[src/rtl/line_fill_buffer_pkg.sv]
// Shared cache definitions for the line fill buffer: line geometry and FSM encoding.
package line_fill_buffer_pkg;
    localparam int LINE_WORDS = 16;
    localparam int IDX_W      = 4;

    typedef enum logic [1:0] {
        IDLE = 2'b00,
        FILL = 2'b01,
        DONE = 2'b10
    } lfb_state_e;
endpackage

[src/rtl/line_fill_buffer_decoder.sv]
// 4-to-16 write-enable decoder: one-hot word enable for the line storage.
module decoder_4_to_16
    import line_fill_buffer_pkg::*;
(
    input  logic [IDX_W-1:0]      idx,
    input  logic                  en,
    output logic [LINE_WORDS-1:0] onehot
);
    always_comb begin
        onehot = '0;
        if (en) onehot[idx] = 1'b1;
    end
endmodule

[src/rtl/line_fill_buffer.sv]
// Critical-word-first line fill buffer: collects 16 refill words starting at a
// wrapping offset, forwards the first word early and holds the line until acked.
module line_fill_buffer
    import line_fill_buffer_pkg::*;
#(
    parameter int BUS_WIDTH  = 32,
    parameter int LINE_WORDS = 16
) (
    input  logic                            CLK,
    input  logic                            RST,
    input  logic                            START,
    input  logic [IDX_W-1:0]                START_WORD,
    input  logic [BUS_WIDTH-1:0]            DATA_IN,
    input  logic                            DATA_IN_VALID,
    output logic                            DATA_IN_READY,
    output logic [BUS_WIDTH-1:0]            CRITICAL_WORD,
    output logic                            CRITICAL_VALID,
    output logic [LINE_WORDS*BUS_WIDTH-1:0] LINE_OUT,
    output logic                            LINE_VALID,
    input  logic                            LINE_ACK,
    output logic                            BUSY
);
    lfb_state_e state_q, state_d;
    logic [IDX_W-1:0] base_q, cnt_q, wr_idx;
    logic [LINE_WORDS-1:0] wr_en;
    logic [LINE_WORDS-1:0][BUS_WIDTH-1:0] line_q;
    logic [BUS_WIDTH-1:0] crit_q;
    logic crit_vld_q;
    logic accept, first_acc, last_acc;

    assign accept    = DATA_IN_VALID && (state_q == FILL);
    assign first_acc = accept && (cnt_q == '0);
    assign last_acc  = accept && (cnt_q == IDX_W'(LINE_WORDS - 1));
    // 4-bit add wraps the write slot 15 -> 0 for free.
    assign wr_idx    = base_q + cnt_q;

    decoder_4_to_16 u_dec (
        .idx    (wr_idx),
        .en     (accept),
        .onehot (wr_en)
    );

    always_comb begin
        state_d = state_q;
        unique case (state_q)
            IDLE:    if (START) state_d = FILL;
            FILL:    if (last_acc) state_d = DONE;
            DONE:    if (LINE_ACK) state_d = IDLE;
            default: state_d = IDLE;
        endcase
    end

    always_ff @(posedge CLK) begin
        if (RST) begin
            state_q    <= IDLE;
            base_q     <= '0;
            cnt_q      <= '0;
            crit_q     <= '0;
            crit_vld_q <= 1'b0;
        end else begin
            state_q    <= state_d;
            crit_vld_q <= first_acc;
            if (state_q == IDLE && START) begin
                base_q <= START_WORD;
                cnt_q  <= '0;
            end else if (accept) begin
                cnt_q <= cnt_q + IDX_W'(1);
            end
            if (first_acc) crit_q <= DATA_IN;
        end
    end

    // Storage persists across fills; only the decoded slot of an accepted word changes.
    for (genvar i = 0; i < LINE_WORDS; i++) begin : g_word
        always_ff @(posedge CLK) begin
            if (RST)           line_q[i] <= '0;
            else if (wr_en[i]) line_q[i] <= DATA_IN;
        end
    end

    assign DATA_IN_READY  = (state_q == FILL);
    assign LINE_VALID     = (state_q == DONE);
    assign BUSY           = (state_q != IDLE);
    assign CRITICAL_WORD  = crit_q;
    assign CRITICAL_VALID = crit_vld_q;
    assign LINE_OUT       = line_q;
endmodule

[config.mk]
export PLATFORM = sky130hd
export DESIGN_NAME = line_fill_buffer
export DESIGN_NICKNAME = d
export VERILOG_FILES = /design/src/rtl/line_fill_buffer_pkg.sv /design/src/rtl/line_fill_buffer_decoder.sv /design/src/rtl/line_fill_buffer.sv
export SDC_FILE = /design/constraint.sdc
export NUM_CORES = 1
export LEC_CHECK = 0
export CAP_MARGIN = 20
export CORE_AREA = 2 2 230 232
export CTS_BUF_LIST = sky130_fd_sc_hd__clkbuf_8
export DETAILED_ROUTE_END_ITERATION = 16
export DIE_AREA = 0 0 232 234
export PLACE_DENSITY_LB_ADDON = 0.12
export SETUP_SLACK_MARGIN = 0.15
export SLEW_MARGIN = 20
export SYNTH_ARGS = -nofsm -noshare
export SYNTH_HDL_FRONTEND = slang
export SYNTH_SLANG_ARGS = --single-unit
[constraint.sdc]
create_clock -name CLK -period 7.25 [get_ports CLK]
set_clock_uncertainty 0.1 [all_clocks]
set_input_delay 1.8125 -clock CLK [delete_from_list [all_inputs] [get_ports CLK]]
set_output_delay 1.8125 -clock CLK [all_outputs]
set_load 0.1 [all_outputs]
==> results.ini, run 1 <==
[routing]
ant_nets = 0
firstDrtPassIters = 4
drt-initial-drc-count = 722
num_vias = 15720
drc = 0
via_per_inst = 4.830
drt-total-wl_um = 69180
post_drt_wl_per_cell_um = 21.25

[power]
sequentialPowerShare_pct = 48.7
clockPowerShare_pct = 42.7
ir_worst_vdd_uv = 135.6
power_leakage_nw = 11.81
switching_power_mw = 1.677
comb_power_share_pct = 8.6
powerDensity_nw_per_um2 = 215.0
swShare_pct = 26.34
intPower_mw = 4.687

[clock_network]
clock_tree.buffer_depth = 3
cts.sinks = 555
clk_pin_slew_ns = 0.06
cts_tree = built
clock_latency_ns = 0.66
cts_htree_levels = 3
post_cts_buffers = 0
cts_hold_buf = 0
cts_resized = 0
numCtsBuffers = 94
cts_root_buffer = clkbuf_8

[critical_path]
worstPathCellList = nor2b_1 -> clkdlybuf4s50_1
endpoint_kind = primary output
required_ns = 5.34
r2r_cells = 7
critPathSlowestCell = clkdlybuf4s50_1
arrival_ns = 2.91
critPathLaunchType = register
crit_fanout = 9
worstSetupPathType = reg -> out
reg2reg_slack_ns = 3.93
max_stage_delay_ns = 1.30

[min_path]
holdCritPathClass = reg -> reg
hold_path_depth = 2

[global_routing]
antenna_found_initial = 1
grt_pass1_wl_um = 102100
grt_overflow = 0
grt_start_max_net_pins = 186
grt_pass1_vias = 16030
grt_usage_pct = 24.78

[finish]
final_core_util_pct = 56.88
final_common_cell = clkdlybuf4s50_1
fillers = 4529
fin_nets = 2543
syn2layout_area_growth_pct = 34.88
stdcell_area_um2 = 29590
final_layout_size_suffix_gt1_share_pct = 7.093
final_cell_mix = 587 x clkdlybuf4s50_1, 555 x dfxtp_1, 544 x nand2b_1, 516 x mux2i_1, 114 x clkbuf_8

[sta]
grt_setup_unrepaired = no
fin_tns_setup_ns = 0
setup_slack_ns = 2.423
fin_crit_sh_pct = 66.57
whs_ns = 0.3543
setup_viol = 0
slew_headroom_pct = 24.75
final_max_slew_viol_count = 0
fmax_mhz = 207.2
min_period_ns = 4.827
timing.final.hold_violations = 0
worst_slew_pin_slew_ns = 1.125

[floorplan]
start_util_pct = 42.17
core_um2 = 52020
die_h_um = 234
io_pins = 589
die_w_um = 232
dieArea_um2 = 54290
rows = 84

[placed_design]
place_congestion = 0.8111
dpl.hpwl_um = 46790
placed_area_um2 = 27740
port_buffers = 588
pre_cts_slack_ns = 2.609

[synthesis]
synth_nets = 2031
avgSynthCellArea_um2 = 11.06
synth_seq_cells = 555
synthFlopType = dfxtp_1
seq_area_frac_synth_pct = 50.64
synth_edf_count = 0
synthCells = 1984
synth_area_um2 = 21940
synth_cell_types = 39
yosysWarnings = 0
async_flop_share_pct = 0

[job]
maxCapViolCount = 0

[outcome]
outcome = finished clean

[path summary, 6_finish.rpt]
check	from	end
max reg2reg	cnt_q[0]$_SDFFE_PP0P_	LINE_OUT[47]$_SDFFE_PP0P_
max	state_q[0]$_SDFFE_PP0P_	DATA_IN_READY
min reg2reg	CRITICAL_WORD[21]$_SDFFE_PP0P_	CRITICAL_WORD[21]$_SDFFE_PP0P_
min	CRITICAL_WORD[21]$_SDFFE_PP0P_	CRITICAL_WORD[21]$_SDFFE_PP0P_
[worst max-delay path: cells and delay by family, from the launching register on]
| family | cells | cell delay (ns) |
|---|---|---|
| AND/OR/NAND/NOR | 1 | 0.53 |
| flip-flops | 1 | 0.42 |
| buffers and inverters | 1 | 1.30 |
[cell type report]
type	count	area (um2)	area share, %
Inverter	3	11.26	0.03805
Clock buffer	114	1569	5.302
Sequential cell	555	11110	37.54
Multi-Input combinational cell	1229	9674	32.69
Antenna cell	1	2.502	0.008456
Tap cell	688	860.8	2.909
Timing Repair Buffer	613	6111	20.65
Clock inverter	52	254.0	0.8583
[synthesized netlist by cell type, types with 3 or more instances]
library cell	count	area share, %
mux2i_1	516	24
dfxtp_1	555	51
buf_4	3	0.10
or3_1	5	0.14
nand2b_1	544	16
nor2_1	10	0.17
buf_6	51	2.6
nor2b_1	3	0.086
clkbuf_1	135	2.3
nor3_4	7	0.52
a21oi_1	35	0.80
buf_2	5	0.11
nand2_1	67	1.1
ha_1	5	0.29
o21bai_4	7	0.60
nand3_1	6	0.14
inv_1	3	0.051
[layer usage]
metal / routed length, um / up-vias / GRT usage, %
met4: 2787 / 2 / 11.48
met2: 33330 / 474 / 41.53
met5: 13 / - / 0
met1: 28430 / 7600 / 29.20
met3: 4615 / 128 / 7.344
li1: - / 7519 / -
[through the flow]
| stage | cells | power [mW] |
|---|---|---|
| floorplan | 1984 | 3.568 |
| global placement | 3087 | 3.711 |
| detailed placement | 3087 | 3.717 |
| CTS | 3253 | 6.438 |
| global route | 3254 | 6.602 |
| finish | 3255 | 6.364 |
[flip-flops by register name, indices dropped and copies added (netlist names)]
name,count
base_q,4
LINE_OUT,512
CRITICAL_VALID,1
CRITICAL_WORD,32
state_q,2
cnt_q,4
[power groups by stage]
stage | combinational, mW | sequential (mW) | clock (mW)
floorplan | 0.220 | 3.35 | 0
global placement | 0.548 | 3.16 | 0
detailed placement | 0.553 | 3.16 | 0
CTS | 0.554 | 3.10 | 2.79
global route | 0.573 | 3.10 | 2.93
finish | 0.549 | 3.10 | 2.72
[logic make-up after synthesis]
kind of cell,Yosys count,synth area share (%)
muxes,516,23.54
and+or+nand+nor,655,18.25
adders and majority gates,6,0.3764
DFF,555,50.64
buffers and inverters,200,5.320
xor gates and xnor gates,5,0.2339
AOI/OAI and AO/OA,47,1.637
Note: power is estimated with default switching activity, not from simulation.
==> run 2, diff against run 1 <==
CORE_AREA = 2 2 232 234   (was 2 2 230 232)
DIE_AREA = 0 0 234 236   (was 0 0 232 234)
clock period = 4.5 ns   (was 7.25 ns; I/O delays follow)
==> run 2 against run 1 <==
Critical path depth stayed put. First-iteration DRC count is 7.8% lower. Via count is 0.20% higher. Largest power group unchanged.
==> results.ini, run 2 (synthesized netlist as in run 1, its figures left out) <==
[power]
power_leakage_nw = 11.86  ; was 11.81 nW
switching_power_mw = 2.764  ; was 1.677 mW
ir_worst_vdd_uv = 260.2  ; was 135.6 uV
comb_power_share_pct = 8.7  ; was 8.6%
powerDensity_nw_per_um2 = 349.4  ; was 215.0 nW/um2
sequentialPowerShare_pct = 48.1  ; was 48.7%
intPower_mw = 7.604  ; was 4.687 mW
clockPowerShare_pct = 43.2  ; was 42.7%
swShare_pct = 26.66  ; was 26.34%
power.total_mw = 10.37  ; was 6.364 mW

[clock_network]
post_cts_buffers = 0  ; unchanged
clock_tree.buffer_depth = 3  ; unchanged
cts_tree = built  ; unchanged
cts.sinks = 555  ; unchanged
cts_root_buffer = clkbuf_8  ; unchanged
cts_resized = 0  ; unchanged
clock_latency_ns = 0.67  ; was 0.66 ns
cts_htree_levels = 3  ; unchanged
numCtsBuffers = 95  ; was 94
cts_hold_buf = 0  ; unchanged
clk_pin_slew_ns = 0.06  ; about the same

[global_routing]
grt_pass1_vias = 16220  ; was 16030
grt_overflow = 0  ; unchanged
grt_start_max_net_pins = 206  ; was 186
grt_usage_pct = 25.16  ; was 24.78%
grt_pass1_wl_um = 104800  ; was 102100 um
antenna_found_initial = 4  ; was 1

[floorplan]
die_h_um = 236  ; was 234 um
core_um2 = 53070  ; was 52020 um2
dieArea_um2 = 55220  ; was 54290 um2
die_w_um = 234  ; was 232 um
start_util_pct = 41.34  ; was 42.17%
io_pins = 589  ; unchanged
rows = 85  ; was 84

[critical_path]
required_ns = 3.27  ; was 5.34 ns
max_stage_delay_ns = 1.20  ; was 1.30 ns
r2r_cells = 7  ; unchanged
r2r_end = LINE_OUT[428]$_SDFFE_PP0P_  ; was LINE_OUT[47]$_SDFFE_PP0P_
critical_path.top_delay_family = buffers and inverters  ; unchanged
crit_start = state_q[1]$_SDFFE_PP0P_  ; was state_q[0]$_SDFFE_PP0P_
worstSetupPathType = reg -> out  ; unchanged
critPathSlowestCell = clkdlybuf4s50_1  ; unchanged
worst-path-stages = 2  ; unchanged
reg2reg_slack_ns = 1.28  ; was 3.93 ns
r2r-start = cnt_q[2]$_SDFFE_PP0P_  ; was cnt_q[0]$_SDFFE_PP0P_
critPathLaunchType = register  ; unchanged
worstPathCellList = nor2b_1 -> clkdlybuf4s50_1  ; unchanged
crit_fanout = 7  ; was 9
endpoint_kind = primary output  ; unchanged
crit_end = LINE_VALID  ; was DATA_IN_READY
arrival_ns = 2.49  ; was 2.91 ns
crit_buf_inv = 1  ; unchanged

[finish]
syn2layout_area_growth_pct = 35.25  ; was 34.88%
final_cell_mix = 586 x clkdlybuf4s50_1, 555 x dfxtp_1, 543 x nand2b_1, 516 x mux2i_1, 120 x clkbuf_8  ; was 587 x clkdlybuf4s50_1, 555 x dfxtp_1, 544 x nand2b_1, 516 x mux2i_1, 114 x clkbuf_8
finalNonFillerCells = 3269  ; was 3255
final_layout_size_suffix_gt1_share_pct = 7.235  ; was 7.093%
fillers = 4560  ; was 4529
final_common_cell = clkdlybuf4s50_1  ; unchanged
fin_nets = 2549  ; was 2543
largest_reg_flops = 512  ; unchanged
final_core_util_pct = 55.92  ; was 56.88%

[routing]
drt-total-wl_um = 70630  ; was 69180 um
post_drt_wl_per_cell_um = 21.61  ; was 21.25 um
drc = 0  ; unchanged
num_vias = 15760  ; was 15720
via_per_inst = 4.820  ; was 4.830
ant_nets = 0  ; unchanged
firstDrtPassIters = 5  ; was 4
drt-initial-drc-count = 666  ; was 722

[sta]
min_period_ns = 3.719
timing.final.hold_violations = 0  ; unchanged
setup_slack_ns = 0.7811  ; was 2.423 ns
fin_tns_setup_ns = 0  ; unchanged
fin_crit_sh_pct = 82.64
final_max_slew_viol_count = 0  ; unchanged
slew_headroom_pct = 24.75  ; about the same
setup_viol = 0  ; unchanged
fmax_mhz = 268.9
grt_setup_unrepaired = no  ; unchanged
worst_slew_pin_slew_ns = 1.125  ; about the same

[placed_design]
dpl.hpwl_um = 48050  ; was 46790 um
post-place-cells = 3101  ; was 3087
pre_cts_slack_ns = 0.9068  ; was 2.609 ns
place_congestion = 0.8286  ; was 0.8111
port_buffers = 588  ; unchanged

[job]
maxCapViolCount = 0  ; unchanged

[min_path]
holdCritPathClass = reg -> reg  ; unchanged
hold_path_depth = 2  ; unchanged

[outcome]
outcome = finished clean  ; unchanged

[run 2: changes by cell type in the layout (fill, tap and decap cells not counted), sizes merged]
cell	change
bufinv	-1
clkinv	-11
buf	+6
diode	+1
clkdlybuf4s50	-1
inv	+6
clkbuf	+6
[run 2: area by class of cell]
class,instances,area (um2),share of cell area [%]
antenna,2,5.005,0.01686
timing repair buffer,618,6138,20.68
clock inverter,46,211.5,0.7125
tap,696,870.8,2.934
inverter,3,11.26,0.03795
multi-input combinational,1229,9677,32.61
clock buffer,120,1652,5.565
sequential,555,11110,37.44
[run 2: metal layers]
metal / global-route usage, % / part of all wire (%) / vias up
met5: 0 / 0.051 / -
met4: 11.85 / 4.5 / 6
met3: 7.991 / 7.5 / 142
met2: 41.69 / 48 / 485
met1: 29.33 / 40 / 7584
li1: - / - / 7538
[run 2: worst register-to-register path: stages (launching register included)]
cell	delay [ns]
dfxtp_1	0.36
ha_1	0.41
nand3_2	0.13
and3_1	0.39
buf_4	0.33
o21bai_4	0.83
buf_4	0.38
mux2i_1	0.22
[run 2: how the worst min path moves through the flow]
stage                                              start                             end
final                     CRITICAL_WORD[22]$_SDFFE_PP0P_  CRITICAL_WORD[22]$_SDFFE_PP0P_
after global routing       CRITICAL_WORD[4]$_SDFFE_PP0P_   CRITICAL_WORD[4]$_SDFFE_PP0P_
after CTS                 CRITICAL_WORD[22]$_SDFFE_PP0P_  CRITICAL_WORD[22]$_SDFFE_PP0P_
after detailed placement  CRITICAL_WORD[22]$_SDFFE_PP0P_  CRITICAL_WORD[22]$_SDFFE_PP0P_
after global placement    CRITICAL_WORD[17]$_SDFFE_PP0P_  CRITICAL_WORD[17]$_SDFFE_PP0P_
after floorplan                   base_q[0]$_SDFFE_PP0P_          base_q[0]$_SDFFE_PP0P_
[run 2: stage by stage]
stage          area, um2  hold WS [ns]
4_1_cts            29670        0.3535
5_1_grt            29680        0.3760
3_5_place_dp       27810        0.3457
6_report           29680        0.3537
2_1_floorplan      21940        0.3672
3_3_place_gp       27810        0.3422
[run 2: power groups by stage]
stage	Clock [mW]	Sequential, mW	Combinational (mW)
2_1_floorplan	0	5.39	0.354
3_3_place_gp	0	5.10	0.898
3_5_place_dp	0	5.10	0.903
4_1_cts	4.59	4.99	0.904
5_1_grt	4.81	4.99	0.937
6_report	4.48	4.99	0.898
